===== src/rtl/exc_commit_ctrl_if.sv =====
// WB-to-CP0 commit bus: WB instruction and exception flags, CP0 update strobes, and the fetch redirect handshake.
// The master is the pipeline/CP0 side; the slave is the commit controller.
interface exc_commit_ctrl_if;
    logic        wb_valid;
    logic [31:0] wb_pc;
    logic        wb_bd;
    logic [31:0] wb_data_addr;
    logic        wb_ex_adel_if;
    logic        wb_ex_ri;
    logic        wb_ex_ov;
    logic        wb_ex_sys;
    logic        wb_ex_bp;
    logic        wb_ex_adel_ld;
    logic        wb_ex_ades;
    logic        wb_eret;
    logic        wb_mtc0;
    logic        has_int;
    logic [31:0] c0_epc;
    logic        redirect_ready;

    logic        wb_allowin;
    logic        wb_ex;
    logic [4:0]  wb_excode;
    logic [31:0] wb_badvaddr;
    logic        eret_flush;
    logic        mtc0_we;
    logic        flush;
    logic        redirect_valid;
    logic [31:0] redirect_pc;

    modport master (
        output wb_valid, wb_pc, wb_bd, wb_data_addr,
               wb_ex_adel_if, wb_ex_ri, wb_ex_ov, wb_ex_sys, wb_ex_bp,
               wb_ex_adel_ld, wb_ex_ades, wb_eret, wb_mtc0,
               has_int, c0_epc, redirect_ready,
        input  wb_allowin, wb_ex, wb_excode, wb_badvaddr, eret_flush,
               mtc0_we, flush, redirect_valid, redirect_pc
    );

    modport slave (
        input  wb_valid, wb_pc, wb_bd, wb_data_addr,
               wb_ex_adel_if, wb_ex_ri, wb_ex_ov, wb_ex_sys, wb_ex_bp,
               wb_ex_adel_ld, wb_ex_ades, wb_eret, wb_mtc0,
               has_int, c0_epc, redirect_ready,
        output wb_allowin, wb_ex, wb_excode, wb_badvaddr, eret_flush,
               mtc0_we, flush, redirect_valid, redirect_pc
    );
endinterface


===== src/rtl/exc_commit_ctrl.sv =====
// Picks one exception per WB commit by fixed priority, strobes CP0 combinationally in the commit cycle,
// then holds flush for FLUSH_CYCLES and offers the redirect PC until fetch takes it (WB stalled meanwhile).
module exc_commit_ctrl #(
    parameter logic [31:0] EX_VECTOR    = 32'hbfc00380,
    parameter int          FLUSH_CYCLES = 2
) (
    input logic          clk,
    input logic          reset,
    exc_commit_ctrl_if.slave bus
);
    localparam logic [1:0] S_IDLE     = 2'd0;
    localparam logic [1:0] S_FLUSH    = 2'd1;
    localparam logic [1:0] S_REDIRECT = 2'd2;
    localparam logic [3:0] CNT_INIT   = 4'(FLUSH_CYCLES - 1);

    localparam logic [4:0] EXC_INT  = 5'd0;
    localparam logic [4:0] EXC_ADEL = 5'd4;
    localparam logic [4:0] EXC_ADES = 5'd5;
    localparam logic [4:0] EXC_SYS  = 5'd8;
    localparam logic [4:0] EXC_BP   = 5'd9;
    localparam logic [4:0] EXC_RI   = 5'd10;
    localparam logic [4:0] EXC_OV   = 5'd12;

    logic [1:0]  state;
    logic [3:0]  cnt;
    logic [31:0] tgt;
    logic        int_q;

    logic        idle;
    logic        commit;
    logic        ex_hit;
    logic [4:0]  ex_code;
    logic [31:0] ex_bad;
    logic        any_ex;
    logic        eret_go;

    assign idle   = (state == S_IDLE);
    // Reset gates the commit so no CP0 strobe can escape while the pipeline is being reset.
    assign commit = bus.wb_valid & idle & ~reset;

    always_comb begin
        ex_hit  = 1'b1;
        ex_code = EXC_INT;
        ex_bad  = 32'd0;
        if (int_q) begin
            ex_code = EXC_INT;
        end else if (bus.wb_ex_adel_if) begin
            ex_code = EXC_ADEL;
            ex_bad  = bus.wb_pc;
        end else if (bus.wb_ex_ri) begin
            ex_code = EXC_RI;
        end else if (bus.wb_ex_ov) begin
            ex_code = EXC_OV;
        end else if (bus.wb_ex_sys) begin
            ex_code = EXC_SYS;
        end else if (bus.wb_ex_bp) begin
            ex_code = EXC_BP;
        end else if (bus.wb_ex_adel_ld) begin
            ex_code = EXC_ADEL;
            ex_bad  = bus.wb_data_addr;
        end else if (bus.wb_ex_ades) begin
            ex_code = EXC_ADES;
            ex_bad  = bus.wb_data_addr;
        end else begin
            ex_hit  = 1'b0;
        end
    end

    assign any_ex  = commit & ex_hit;
    assign eret_go = commit & bus.wb_eret & ~any_ex;

    assign bus.wb_ex          = any_ex;
    assign bus.wb_excode      = any_ex ? ex_code : 5'd0;
    assign bus.wb_badvaddr    = any_ex ? ex_bad : 32'd0;
    assign bus.eret_flush     = eret_go;
    assign bus.mtc0_we        = commit & bus.wb_mtc0 & ~any_ex;
    assign bus.wb_allowin     = idle | reset;
    assign bus.flush          = (state == S_FLUSH) & ~reset;
    assign bus.redirect_valid = (state == S_REDIRECT) & ~reset;
    assign bus.redirect_pc    = bus.redirect_valid ? tgt : 32'd0;

    always_ff @(posedge clk) begin
        if (reset) begin
            state <= S_IDLE;
            cnt   <= 4'd0;
            tgt   <= 32'd0;
            int_q <= 1'b0;
        end else begin
            // Sampled in every state so an interrupt raised during a flush tags the first post-redirect commit.
            int_q <= bus.has_int;
            case (state)
                S_IDLE: begin
                    if (any_ex || eret_go) begin
                        state <= S_FLUSH;
                        cnt   <= CNT_INIT;
                        tgt   <= any_ex ? EX_VECTOR : bus.c0_epc;
                    end
                end
                S_FLUSH: begin
                    if (cnt == 4'd0) begin
                        state <= S_REDIRECT;
                    end else begin
                        cnt <= cnt - 4'd1;
                    end
                end
                S_REDIRECT: begin
                    if (bus.redirect_ready) begin
                        state <= S_IDLE;
                    end
                end
                default: state <= S_IDLE;
            endcase
        end
    end
endmodule

===== src/flat_wrapper.sv =====
// flat-port wrapper written by rule: the top's interface ports become plain ports
module exc_commit_ctrl_flat 
#(
    parameter logic [31:0] EX_VECTOR    = 32'hbfc00380,
    parameter int          FLUSH_CYCLES = 2
)
  (clk, reset, bus_wb_valid, bus_wb_pc, bus_wb_bd, bus_wb_data_addr, bus_wb_ex_adel_if, bus_wb_ex_ri, bus_wb_ex_ov, bus_wb_ex_sys, bus_wb_ex_bp, bus_wb_ex_adel_ld, bus_wb_ex_ades, bus_wb_eret, bus_wb_mtc0, bus_has_int, bus_c0_epc, bus_redirect_ready, bus_wb_allowin, bus_wb_ex, bus_wb_excode, bus_wb_badvaddr, bus_eret_flush, bus_mtc0_we, bus_flush, bus_redirect_valid, bus_redirect_pc);
  exc_commit_ctrl_if bus_i ();
  input logic clk;
  input logic reset;
  input wire logic [$bits(bus_i.wb_valid)-1:0] bus_wb_valid;
  input wire logic [$bits(bus_i.wb_pc)-1:0] bus_wb_pc;
  input wire logic [$bits(bus_i.wb_bd)-1:0] bus_wb_bd;
  input wire logic [$bits(bus_i.wb_data_addr)-1:0] bus_wb_data_addr;
  input wire logic [$bits(bus_i.wb_ex_adel_if)-1:0] bus_wb_ex_adel_if;
  input wire logic [$bits(bus_i.wb_ex_ri)-1:0] bus_wb_ex_ri;
  input wire logic [$bits(bus_i.wb_ex_ov)-1:0] bus_wb_ex_ov;
  input wire logic [$bits(bus_i.wb_ex_sys)-1:0] bus_wb_ex_sys;
  input wire logic [$bits(bus_i.wb_ex_bp)-1:0] bus_wb_ex_bp;
  input wire logic [$bits(bus_i.wb_ex_adel_ld)-1:0] bus_wb_ex_adel_ld;
  input wire logic [$bits(bus_i.wb_ex_ades)-1:0] bus_wb_ex_ades;
  input wire logic [$bits(bus_i.wb_eret)-1:0] bus_wb_eret;
  input wire logic [$bits(bus_i.wb_mtc0)-1:0] bus_wb_mtc0;
  input wire logic [$bits(bus_i.has_int)-1:0] bus_has_int;
  input wire logic [$bits(bus_i.c0_epc)-1:0] bus_c0_epc;
  input wire logic [$bits(bus_i.redirect_ready)-1:0] bus_redirect_ready;
  output wire logic [$bits(bus_i.wb_allowin)-1:0] bus_wb_allowin;
  output wire logic [$bits(bus_i.wb_ex)-1:0] bus_wb_ex;
  output wire logic [$bits(bus_i.wb_excode)-1:0] bus_wb_excode;
  output wire logic [$bits(bus_i.wb_badvaddr)-1:0] bus_wb_badvaddr;
  output wire logic [$bits(bus_i.eret_flush)-1:0] bus_eret_flush;
  output wire logic [$bits(bus_i.mtc0_we)-1:0] bus_mtc0_we;
  output wire logic [$bits(bus_i.flush)-1:0] bus_flush;
  output wire logic [$bits(bus_i.redirect_valid)-1:0] bus_redirect_valid;
  output wire logic [$bits(bus_i.redirect_pc)-1:0] bus_redirect_pc;
  assign bus_i.wb_valid = bus_wb_valid;
  assign bus_i.wb_pc = bus_wb_pc;
  assign bus_i.wb_bd = bus_wb_bd;
  assign bus_i.wb_data_addr = bus_wb_data_addr;
  assign bus_i.wb_ex_adel_if = bus_wb_ex_adel_if;
  assign bus_i.wb_ex_ri = bus_wb_ex_ri;
  assign bus_i.wb_ex_ov = bus_wb_ex_ov;
  assign bus_i.wb_ex_sys = bus_wb_ex_sys;
  assign bus_i.wb_ex_bp = bus_wb_ex_bp;
  assign bus_i.wb_ex_adel_ld = bus_wb_ex_adel_ld;
  assign bus_i.wb_ex_ades = bus_wb_ex_ades;
  assign bus_i.wb_eret = bus_wb_eret;
  assign bus_i.wb_mtc0 = bus_wb_mtc0;
  assign bus_i.has_int = bus_has_int;
  assign bus_i.c0_epc = bus_c0_epc;
  assign bus_i.redirect_ready = bus_redirect_ready;
  assign bus_wb_allowin = bus_i.wb_allowin;
  assign bus_wb_ex = bus_i.wb_ex;
  assign bus_wb_excode = bus_i.wb_excode;
  assign bus_wb_badvaddr = bus_i.wb_badvaddr;
  assign bus_eret_flush = bus_i.eret_flush;
  assign bus_mtc0_we = bus_i.mtc0_we;
  assign bus_flush = bus_i.flush;
  assign bus_redirect_valid = bus_i.redirect_valid;
  assign bus_redirect_pc = bus_i.redirect_pc;
  exc_commit_ctrl #(.EX_VECTOR(EX_VECTOR), .FLUSH_CYCLES(FLUSH_CYCLES)) u_core (.clk(clk), .reset(reset), .bus(bus_i));
endmodule

===== config.mk =====
export PLATFORM = sky130hd
export DESIGN_NAME = exc_commit_ctrl_flat
export DESIGN_NICKNAME = d
export VERILOG_FILES = /design/src/rtl/exc_commit_ctrl_if.sv /design/src/rtl/exc_commit_ctrl.sv /design/src/flat_wrapper.sv
export SDC_FILE = /design/constraint.sdc
export NUM_CORES = 1
export LEC_CHECK = 0
export ABC_AREA = 1
export ABC_CLOCK_PERIOD_IN_PS = 1600
export CAP_MARGIN = 20
export CORE_MARGIN = 2
export CORE_UTILIZATION = 45
export CTS_BUF_LIST = sky130_fd_sc_hd__clkbuf_8 sky130_fd_sc_hd__clkbuf_16
export CTS_CLUSTER_SIZE = 30
export DETAILED_ROUTE_END_ITERATION = 12
export DONT_BUFFER_PORTS = 1
export PLACE_DENSITY_LB_ADDON = 0.25
export SLEW_MARGIN = 40
export SYNTH_ARGS = -nofsm -noshare
export SYNTH_HDL_FRONTEND = slang
export SYNTH_SLANG_ARGS = --single-unit

===== constraint.sdc =====
create_clock -name clk -period 1.6 [get_ports clk]
set_input_delay 0.32 -clock clk [delete_from_list [all_inputs] [get_ports clk]]
set_output_delay 0.32 -clock clk [all_outputs]
set_load 0.05 [all_outputs]

==> impl_metrics.json, run 1 <==
{
  "outcome": "stopped before the end",
  "haltStage": "5_1_grt",
  "error": "[ERROR GRT-0232] Routing congestion too high. Check the congestion heatmap in the GUI.",
  "synthCells": 368,
  "yosysSeqAreaShare_pct": 30.00,
  "grtUsageTotal_pct": 82.54,
  "synth-seq-cells": 39,
  "numCtsBuffers": 5,
  "synth_top_area_share_pct": 30.00,
  "gp_congestion": 0.8519,
  "die_h_um": 80.05,
  "root_buffer": "clkbuf_8",
  "htreeDepth": 2,
  "start_util_pct": 46.97,
  "overflow": 187,
  "synthTopCellsByArea": "dfxtp_1 30%, nor2_4 12%, nand2_1 12%",
  "endpoint_type": "output port",
  "grt-worst-endpoint": "bus_wb_badvaddr[27]",
  "syn_area_sq_mm": 0.002602,
  "yosys_warnings": 0,
  "synth_area_leader_cell": "dfxtp_1",
  "ioPinCount": 186,
  "cts_num_sinks": 39,
  "place_ws_ns": -0.2371,
  "avgSynthCellArea_sq_um": 7.072,
  "cts_buffer_depth": 2,
  "yosysUniqueCellTypes": 31,
  "grt_max_degree": 36,
  "row_count": 27,
  "post-dp-hpwl_mm": 7.034,
  "cts_hold_buf": 0,
  "numPortBuffers": 0,
  "die_w_um": 80.05,
  "synthesis.nets": 481
}
-- cells in the mapped netlist --
library cell and n:
nand2_1 81, nor2_1 56, inv_1 44, dfxtp_1 39, a22oi_1 32, nor2_4 28
nand3_1 22, a21oi_1 14, buf_2 8, clkbuf_1 7, buf_6 6, nor2_2 4
nor3_1 4, o21ai_0 3, buf_12 2, ha_1 2, nand4_1 2, buf_4 1
buf_8 1, conb_1 1, inv_6 1, nand2_2 1, nand2_4 1, nand3b_1 1
nor2_8 1, o21ai_4 1, o41ai_1 1, or2_1 1, or2_2 1, xnor2_1 1
xor2_1 1
-- kinds of logic after synthesis --
logic type,synth area share [%]
AO/OA/AOI/OAI,13.46
XOR/XNOR,0.6732
adder cells (fa/ha/maj),0.9614
buffers and inverters,14.23
flip-flops,30.00
other,0.1441
AND/OR/NAND/NOR,40.53
-- per-stage QoR --
stage                     utilization [%]  hold WS [ns]  instance area, sq um  cells  TNS [ns]
after floorplan                         -        0.4094                  2957    368    -18.61
after global placement              81.17        0.3915                  4497    518    -5.718
after detailed placement            81.17        0.3946                  4497    518    -11.32
after CTS                           94.33       0.08124                  5226    552    -29.61
-- layer usage --
metal	overflow	global-route usage, %
met5	0	12.73
met3	0	59.89
met2	123	104.9
met1	0	77.94
met4	64	95.42
-- timing repair --
item	CTS
gates resized for setup	69
pin swaps	10
setup buffers	18
endpoints found under the hold margin	0
cloned	9
setup endpoints to repair	92
==> inputs of run 2 (changes only) <==
- ABC_CLOCK_PERIOD_IN_PS: 1600 -> 2100
- CORE_UTILIZATION: 45 -> 30
- CTS_BUF_LIST: sky130_fd_sc_hd__clkbuf_8 sky130_fd_sc_hd__clkbuf_16 -> default
- CTS_CLUSTER_SIZE: 30 -> default
- PLACE_DENSITY_LB_ADDON: 0.25 -> 0.15
- clock period: 1.6 -> 2.1 ns (I/O delays scaled with it)
==> impl_metrics.json, run 2 <==
{
  "cts_buffer_depth": 2,
  "ioPinCount": 186,
  "crit_type": "reg -> out",
  "setup_tns_ns": -0.4684,
  "avgViaCountPerCell": 4.774,
  "grt_pass1_wl_mm": 11.76,
  "finalHoldViolCount": 0,
  "cp-start-kind": "flop",
  "overflow": 0,
  "final_area_sq_mm": 0.004019,
  "post_drt_wl_per_cell_um": 14.27,
  "rsz0062_at_grt": "true",
  "synth_top_area_share_pct": 30.00,
  "maxCapViolCount": 0,
  "grt_pass1_vias": 2343,
  "synthAdderAreaFrac_pct": 0.9615,
  "numPortBuffers": 0,
  "final_cell_mix": "79 x nand2_1, 66 x nor2_4, 41 x inv_1",
  "yosysUniqueCellTypes": 31,
  "grtUsageTotal_pct": 14.97,
  "synthesis.nets": 481,
  "coreArea_sq_mm": 0.008299,
  "leakage_nw": 1.525,
  "violations": "setup timing",
  "hold_path.class": "in -> reg",
  "cts_num_sinks": 39,
  "path_clk_slew_ns": 0.08,
  "yosys_warnings": 0,
  "critPathArrivalTime_ns": 1.73,
  "first_pass_iters": 4,
  "antenna_found_initial": 0,
  "die_h_um": 97.14,
  "fin_ws_ns": -0.04932,
  "syn_area_sq_mm": 0.002602,
  "fillCellCount": 809,
  "post-dp-hpwl_mm": 5.513,
  "gp_congestion": 0.7162,
  "numCtsBuffers": 5,
  "root_buffer": "clkbuf_8",
  "antenna_left": 0,
  "cts_hold_buf": 0,
  "n_antenna_cell": 0,
  "synthToLayoutAreaGrowth_pct": 54.42,
  "drc_errors": 0,
  "vias": 2487,
  "reg_top3": "u_core.tgt: 32 flops, u_core.cnt: 4 flops, u_core.state: 2 flops",
  "synthXorXnorAreaFrac_pct": 0.6731,
  "synthTopCellsByCount": "81 x nand2_1, 56 x nor2_1, 44 x inv_1",
  "postPlaceCellArea_sq_mm": 0.003650,
  "setup_viol": 21,
  "clock_skew_ns": 0.008086,
  "ir_drop_v": 0.0002968,
  "synth_compound_area_share_pct": 13.46,
  "worstPathRequired_ns": 1.68,
  "tritoncts": "built",
  "place_ws_ns": 0.1348,
  "fmax_mhz": 465.3,
  "fin_crit_sh_pct": 102.3,
  "clock_latency_ns": 0.29,
  "final_common_cell": "nand2_1",
  "drt_iter0_drc": 87,
  "die_w_um": 97.14,
  "synth_top_family_by_area": "simple AND/OR/NAND/NOR gates",
  "synth_mux_area_share_pct": 0,
  "ys_async_sr_fraction_pct": 0,
  "drive_above_1_share_pct": 38.22,
  "synth-seq-cells": 39,
  "start_util_pct": 31.36,
  "synthTopCellsByArea": "dfxtp_1 30%, nor2_4 12%, nand2_1 12%",
  "grt_max_degree": 36,
  "outcome": "finished with violations",
  "largest_register": "u_core.tgt",
  "htreeDepth": 2,
  "synth_area_leader_cell": "dfxtp_1",
  "synth_most_common_cell": "nand2_1",
  "yosys.area_share.simple_pct": 40.53,
  "end_kind": "primary output",
  "nets": 528,
  "slew_violations": 0,
  "yosysSeqAreaShare_pct": 30.00,
  "cp_max_fo": 7,
  "avgSynthCellArea_sq_um": 7.072,
  "synthCells": 368,
  "row_count": 33,
  "synth_edf_count": 0,
  "ys.flop_type": "dfxtp_1",
  "drt-total-wl_mm": 7.437,
  "die-area_sq_mm": 0.009436,
  "fin_crit_ns": 2.149,
  "largest_reg_flops": 32,
  "powerDensity_mw_per_mm2": 481.2
}
[run 2: cell type report]
class                   instances  area [sq um]  area share, %
flip-flops and latches         39         783.3          19.49
clock inverters                 2         12.51         0.3113
well taps                     105         131.4          3.269
inverters                      45         178.9          4.452
multi-input cells             259          1768          43.99
clock buffers                   6         72.57          1.806
repair buffers                 65          1072          26.68
[run 2: stage by stage]
step	util [%]	hold WS, ns	std cells	power (mW)
after floorplan	-	0.4188	368	1.311
after global placement	43.98	0.4284	501	1.373
after detailed placement	43.98	0.4323	501	1.380
after CTS	46.53	0.1722	514	1.944
after global routing	48.42	0.1692	521	2.047
final	48.42	0.1917	521	1.934
[run 2: power breakdown]
part,total [mW],internal (mW),switching (mW)
Combinational,0.584,0.204,0.380
Clock,0.516,0.233,0.283
Sequential,0.834,0.804,0.0304
Total,1.93,1.24,0.694
[run 2: per-layer routing]
metal,up-vias,share of wire (%),track usage [%]
li1,1249,-,-
met1,1127,40,18.45
met2,107,49,25.32
met3,4,9.5,5.252
met4,0,0.70,3.034
met5,-,0,0
[run 2: cells by family (layout without fill, tap and decap cells)]
family          Yosys count  count (layout)
xor+xnor                  2               2
other cells               1               1
compound gates           51              51
buf+inv                  70             118
simple gates            203             203
fa+ha+maj                 2               2
flops                    39              39
[run 2: timing repair]
action	4_1_cts	5_1_grt
hold endpoints to repair	0	0
setup buffers	3	4
setup endpoints to repair	61	42
gates cloned	2	3
resized for setup	20	14
pin swaps	9	27
[run 2: worst paths after layout]
check | start | end | slack (ns) | depth (start not counted)
worst max-delay path | u_core.state[0] | bus_wb_badvaddr[22] | -0.05 | 7
worst min-delay path | reset | u_core.int_q | 0.19 | 1
worst max register to register | u_core.int_q | u_core.tgt[19] | 0.40 | 9
worst min register to register | u_core.tgt[26] | u_core.tgt[26] | 0.45 | 2
[run 2: worst max-delay path, stage by stage (launching register included)]
cell and delay, ns:
dfxtp_2 0.33, inv_2 0.07, nand2_4 0.07, nor2_8 0.09
o21ai_4 0.06, or2_4 0.31, clkbuf_16 0.20, nor2_4 0.30
Note: power is estimated with default switching activity, not from simulation.
==> inputs of run 3 (changes only) <==
- REMOVE_ABC_BUFFERS: default -> 1
==> impl_metrics.json, run 3 (synthesized netlist as in run 2, its figures left out) <==
{
  "hold_path.class": "in -> reg",
  "end_kind": "primary output",
  "outcome": "finished with violations",
  "switchingPower_uw": 666.8,
  "fin_ws_ns": -0.07159,
  "routed-wl-met2_mm": 4.167,
  "fillCellCount": 824,
  "drt-total-wl_mm": 7.990,
  "p_comb_share_pct": 29.6,
  "leakage_nw": 1.622,
  "final_common_cell": "nand2_1",
  "grt_max_degree": 36,
  "cp_max_fo": 7,
  "fin_crit_ns": 2.172,
  "antenna_left": 0,
  "finalHoldViolCount": 0,
  "die_h_um": 97.14,
  "rsz0062_at_grt": "true",
  "place_ws_ns": -0.008636,
  "instances_no_fill": 542,
  "ioPinCount": 186,
  "maxCapViolCount": 0,
  "cp-start-kind": "flop",
  "gp_congestion": 0.7670,
  "antenna_found_initial": 0,
  "top_layer": "met4",
  "drive_above_1_share_pct": 36.38,
  "drt_iter0_drc": 104,
  "post-dp-hpwl_mm": 5.892,
  "row_count": 33,
  "violations": "setup timing",
  "setup_viol": 29,
  "tritoncts": "built",
  "cts_num_sinks": 39,
  "fmax_mhz": 460.5,
  "reg_top3": "u_core.tgt: 32 flops, u_core.cnt: 4 flops, u_core.state: 2 flops",
  "grt_pass1_wl_mm": 12.70,
  "worstPathRequired_ns": 1.68,
  "setup_tns_ns": -0.4293,
  "vias": 2574,
  "synthToLayoutAreaGrowth_pct": 50.67,
  "post_drt_wl_per_cell_um": 14.74,
  "power.share.sequential_pct": 41.8,
  "wl_met1_mm": 3.408,
  "numCtsBuffers": 5,
  "grtUsageTotal_pct": 16.37,
  "largest_register": "u_core.tgt",
  "cts_buffer_depth": 2,
  "overflow": 0,
  "clock_skew_ns": 0.01036,
  "drc_errors": 0,
  "die_w_um": 97.14,
  "grt_pass1_vias": 2537,
  "nets": 549,
  "avgViaCountPerCell": 4.749,
  "netSwitchingFraction_pct": 33.33,
  "root_buffer": "clkbuf_8",
  "clock_latency_ns": 0.28,
  "powerDensity_mw_per_mm2": 510.3,
  "pwr-share-clk_pct": 28.6,
  "fin_crit_sh_pct": 103.4,
  "slew_violations": 0,
  "place_inst": 525,
  "final_cell_mix": "79 x nand2_1, 42 x inv_1, 37 x nor2_1, 37 x dfxtp_1, 36 x nor2_4",
  "largest_reg_flops": 32,
  "start_util_pct": 31.36,
  "htreeDepth": 2,
  "p_int_mw": 1.334,
  "wl_met3_um": 361,
  "numPortBuffers": 0,
  "ir_drop_v": 0.0002828,
  "first_pass_iters": 4,
  "path_clk_slew_ns": 0.08,
  "crit_type": "reg -> out",
  "cts_hold_buf": 0,
  "die-area_sq_mm": 0.009436,
  "coreArea_sq_mm": 0.008299,
  "critPathArrivalTime_ns": 1.75,
  "n_antenna_cell": 0
}
==> run 3: repair_timing <==
action	4_1_cts	5_1_grt
setup endpoints to repair	36	68
pin swaps	32	6
resized for setup	33	37
gates cloned	3	0
setup buffers	5	1
==> run 3: layer usage <==
metal,vias up,track usage [%]
met3,4,3.237
met5,-,0
met2,75,29.49
met4,0,2.384
met1,1199,20.58
li1,1296,-
==> run 3: layout make-up <==
cell class	count	area, sq um	share of cell area (%)
clock buffers	7	96.34	2.457
clock inverters	1	7.507	0.1914
inverters	45	173.9	4.435
multi-input cells	259	1563	39.85
flip-flops and latches	39	783.3	19.97
well taps	105	131.4	3.350
repair buffers	86	1166	29.74
==> run 3: per-stage QoR <==
stage                     total power, mW  instance area (sq um)  hold WS (ns)  util, %
after CTS                           2.018                   3782        0.1794    45.58
after global placement              1.367                   3461        0.4267    41.70
after detailed placement            1.375                   3461        0.4319    41.70
final                               2.001                   3921        0.1902    47.25
after floorplan                     1.207                   2406        0.4188        -
after global routing                2.123                   3921        0.1701    47.25
==> run 3: final timing paths <==
kind                                       from                  end  depth (start not counted)  slack (ns)
worst max-delay path            u_core.state[0]  bus_wb_badvaddr[14]                          7       -0.07
worst min register to register    u_core.tgt[5]        u_core.tgt[5]                          2        0.45
worst min-delay path                      reset        u_core.cnt[3]                          1        0.19
worst max register to register     u_core.int_q        u_core.tgt[8]                          8        0.45
==> run 3: power by group through the flow <==
stage | clock network, mW | logic [mW] | registers [mW]
6_report | 0.572 | 0.593 | 0.836
3_5_place_dp | 0 | 0.523 | 0.852
3_3_place_gp | 0 | 0.517 | 0.849
2_1_floorplan | 0 | 0.362 | 0.845
4_1_cts | 0.602 | 0.580 | 0.835
5_1_grt | 0.636 | 0.644 | 0.843
==> run 3: critical path: stages, from the launching register on <==
cell and delay, ns:
dfxtp_2 0.34, inv_2 0.07, nand2_4 0.07, nor2_8 0.10, o21ai_4 0.06, or2_4 0.33, buf_12 0.19, nor2_4 0.31
==> inputs of run 4 (changes only) <==
- DONT_BUFFER_PORTS: 1 -> default
- TNS_END_PERCENT: default -> 10
==> impl_metrics.json, run 4 (synthesized netlist as in run 2, its figures left out) <==
{
  "finalPower_mw": 2.343,
  "root_buffer": "clkbuf_8",
  "post-dp-hpwl_mm": 7.091,
  "antenna_found_initial": 0,
  "hold_path.class": "reg -> reg",
  "drt_iter0_drc": 121,
  "cp_max_fo": 5,
  "finalHoldViolCount": 0,
  "multi_input_area_sq_mm": 0.001619,
  "largest_reg_flops": 32,
  "htreeDepth": 2,
  "cp-start-kind": "input port",
  "end_kind": "primary output",
  "grt_max_degree": 34,
  "gp_congestion": 0.8469,
  "grtUsageTotal_pct": 20.58,
  "postPlaceCellArea_sq_mm": 0.004887,
  "fin_crit_ns": 2.225,
  "fin_crit_sh_pct": 105.9,
  "instances_no_fill": 681,
  "leakage_nw": 2.295,
  "vias": 3153,
  "final_cell_mix": "100 x clkdlybuf4s50_1, 77 x nand2_1, 43 x buf_12",
  "powerDensity_mw_per_mm2": 416.1,
  "crit_type": "in -> out",
  "ioPinCount": 186,
  "fmax_mhz": 449.5,
  "nets": 688,
  "cts_num_sinks": 39,
  "rsz0062_at_grt": "true",
  "post_drt_wl_per_cell_um": 15.04,
  "clock_latency_ns": 0.29,
  "coreArea_sq_mm": 0.008299,
  "start_util_pct": 31.36,
  "tritoncts": "built",
  "numPortBuffers": 183,
  "cts_buffer_depth": 2,
  "fin_ws_ns": -0.1247,
  "avgViaCountPerCell": 4.630,
  "ir_drop_v": 0.0004354,
  "violations": "setup timing",
  "antenna_left": 0,
  "critPathArrivalTime_ns": 1.80,
  "place_inst": 656,
  "drc_errors": 0,
  "die_w_um": 97.14,
  "reg_top3": "u_core.tgt: 32 flops, u_core.cnt: 4 flops, u_core.state: 2 flops",
  "drt-total-wl_mm": 10.24,
  "die_h_um": 97.14,
  "drive_above_1_share_pct": 37.67,
  "maxCapViolCount": 0,
  "grt_pass1_wl_mm": 15.88,
  "overflow": 0,
  "n_antenna_cell": 0,
  "place_ws_ns": -0.4530,
  "final_common_cell": "clkdlybuf4s50_1",
  "cts_hold_buf": 0,
  "row_count": 33,
  "numCtsBuffers": 5,
  "setup_tns_ns": -2.283,
  "first_pass_iters": 4,
  "grt_pass1_vias": 3062,
  "fillCellCount": 668,
  "largest_register": "u_core.tgt",
  "path_clk_slew_ns": 0.08,
  "die-area_sq_mm": 0.009436,
  "final_area_sq_mm": 0.005630,
  "seqCellArea_sq_um": 783.3,
  "setup_viol": 32,
  "synthToLayoutAreaGrowth_pct": 116.3,
  "outcome": "finished with violations",
  "worstPathRequired_ns": 1.68,
  "clock_skew_ns": 0.006061,
  "slew_violations": 0
}
## run 4: power breakdown
group          switching (mW)  internal, mW  leakage [nW]
Combinational           0.435         0.444          1.91
Sequential             0.0337         0.804         0.322
Clock                   0.272         0.354        0.0581
Total                   0.741          1.60          2.29
## run 4: worst max-delay path, cell delays in order
cell and delay, ns:
clkdlybuf4s15_2 0.22, inv_6 0.06, nand2_4 0.05, nor2_8 0.12
o21ai_4 0.06, or2_4 0.28, buf_12 0.16, buf_16 0.14
nor2_4 0.13, buf_8 0.15
## run 4: per-layer routing
| layer | global-route usage, % | vias up | wire, um |
|---|---|---|---|
| li1 | - | 1576 | - |
| met1 | 25.15 | 1457 | 4167 |
| met2 | 37.07 | 98 | 5323 |
| met3 | 3.381 | 22 | 489 |
| met4 | 5.850 | 0 | 260 |
| met5 | 0 | - | 0 |
## run 4: final cells by class
class,count,area share (%)
clock buffer,5,1.222
clock inverter,3,0.7778
inverter,45,3.089
multi-input combinational,259,28.76
sequential,39,13.91
tap,105,2.333
timing repair buffer,225,49.91
## run 4: what timing repair did
item	4_1_cts	5_1_grt
resized for setup	93	51
endpoints found under the setup margin	71	71
gates cloned	4	2
buffers inserted	8	4
pin swaps	34	15
## run 4: worst paths after layout
kind,from,to,depth (start not counted),slack [ns]
setup / recovery,reset,bus_wb_badvaddr[3],10,-0.12
hold / removal,u_core.tgt[3],u_core.tgt[3],2,0.44
setup reg to reg,u_core.int_q,u_core.cnt[1],9,0.46
hold reg to reg,u_core.tgt[3],u_core.tgt[3],2,0.44
## run 4: stage by stage
stage	hold slack, ns	util, %
floorplan	0.4188	-
finish	0.4441	67.84
global placement	0.4279	58.89
global route	0.4626	67.84
detailed placement	0.4323	58.89
CTS	0.4486	65.82
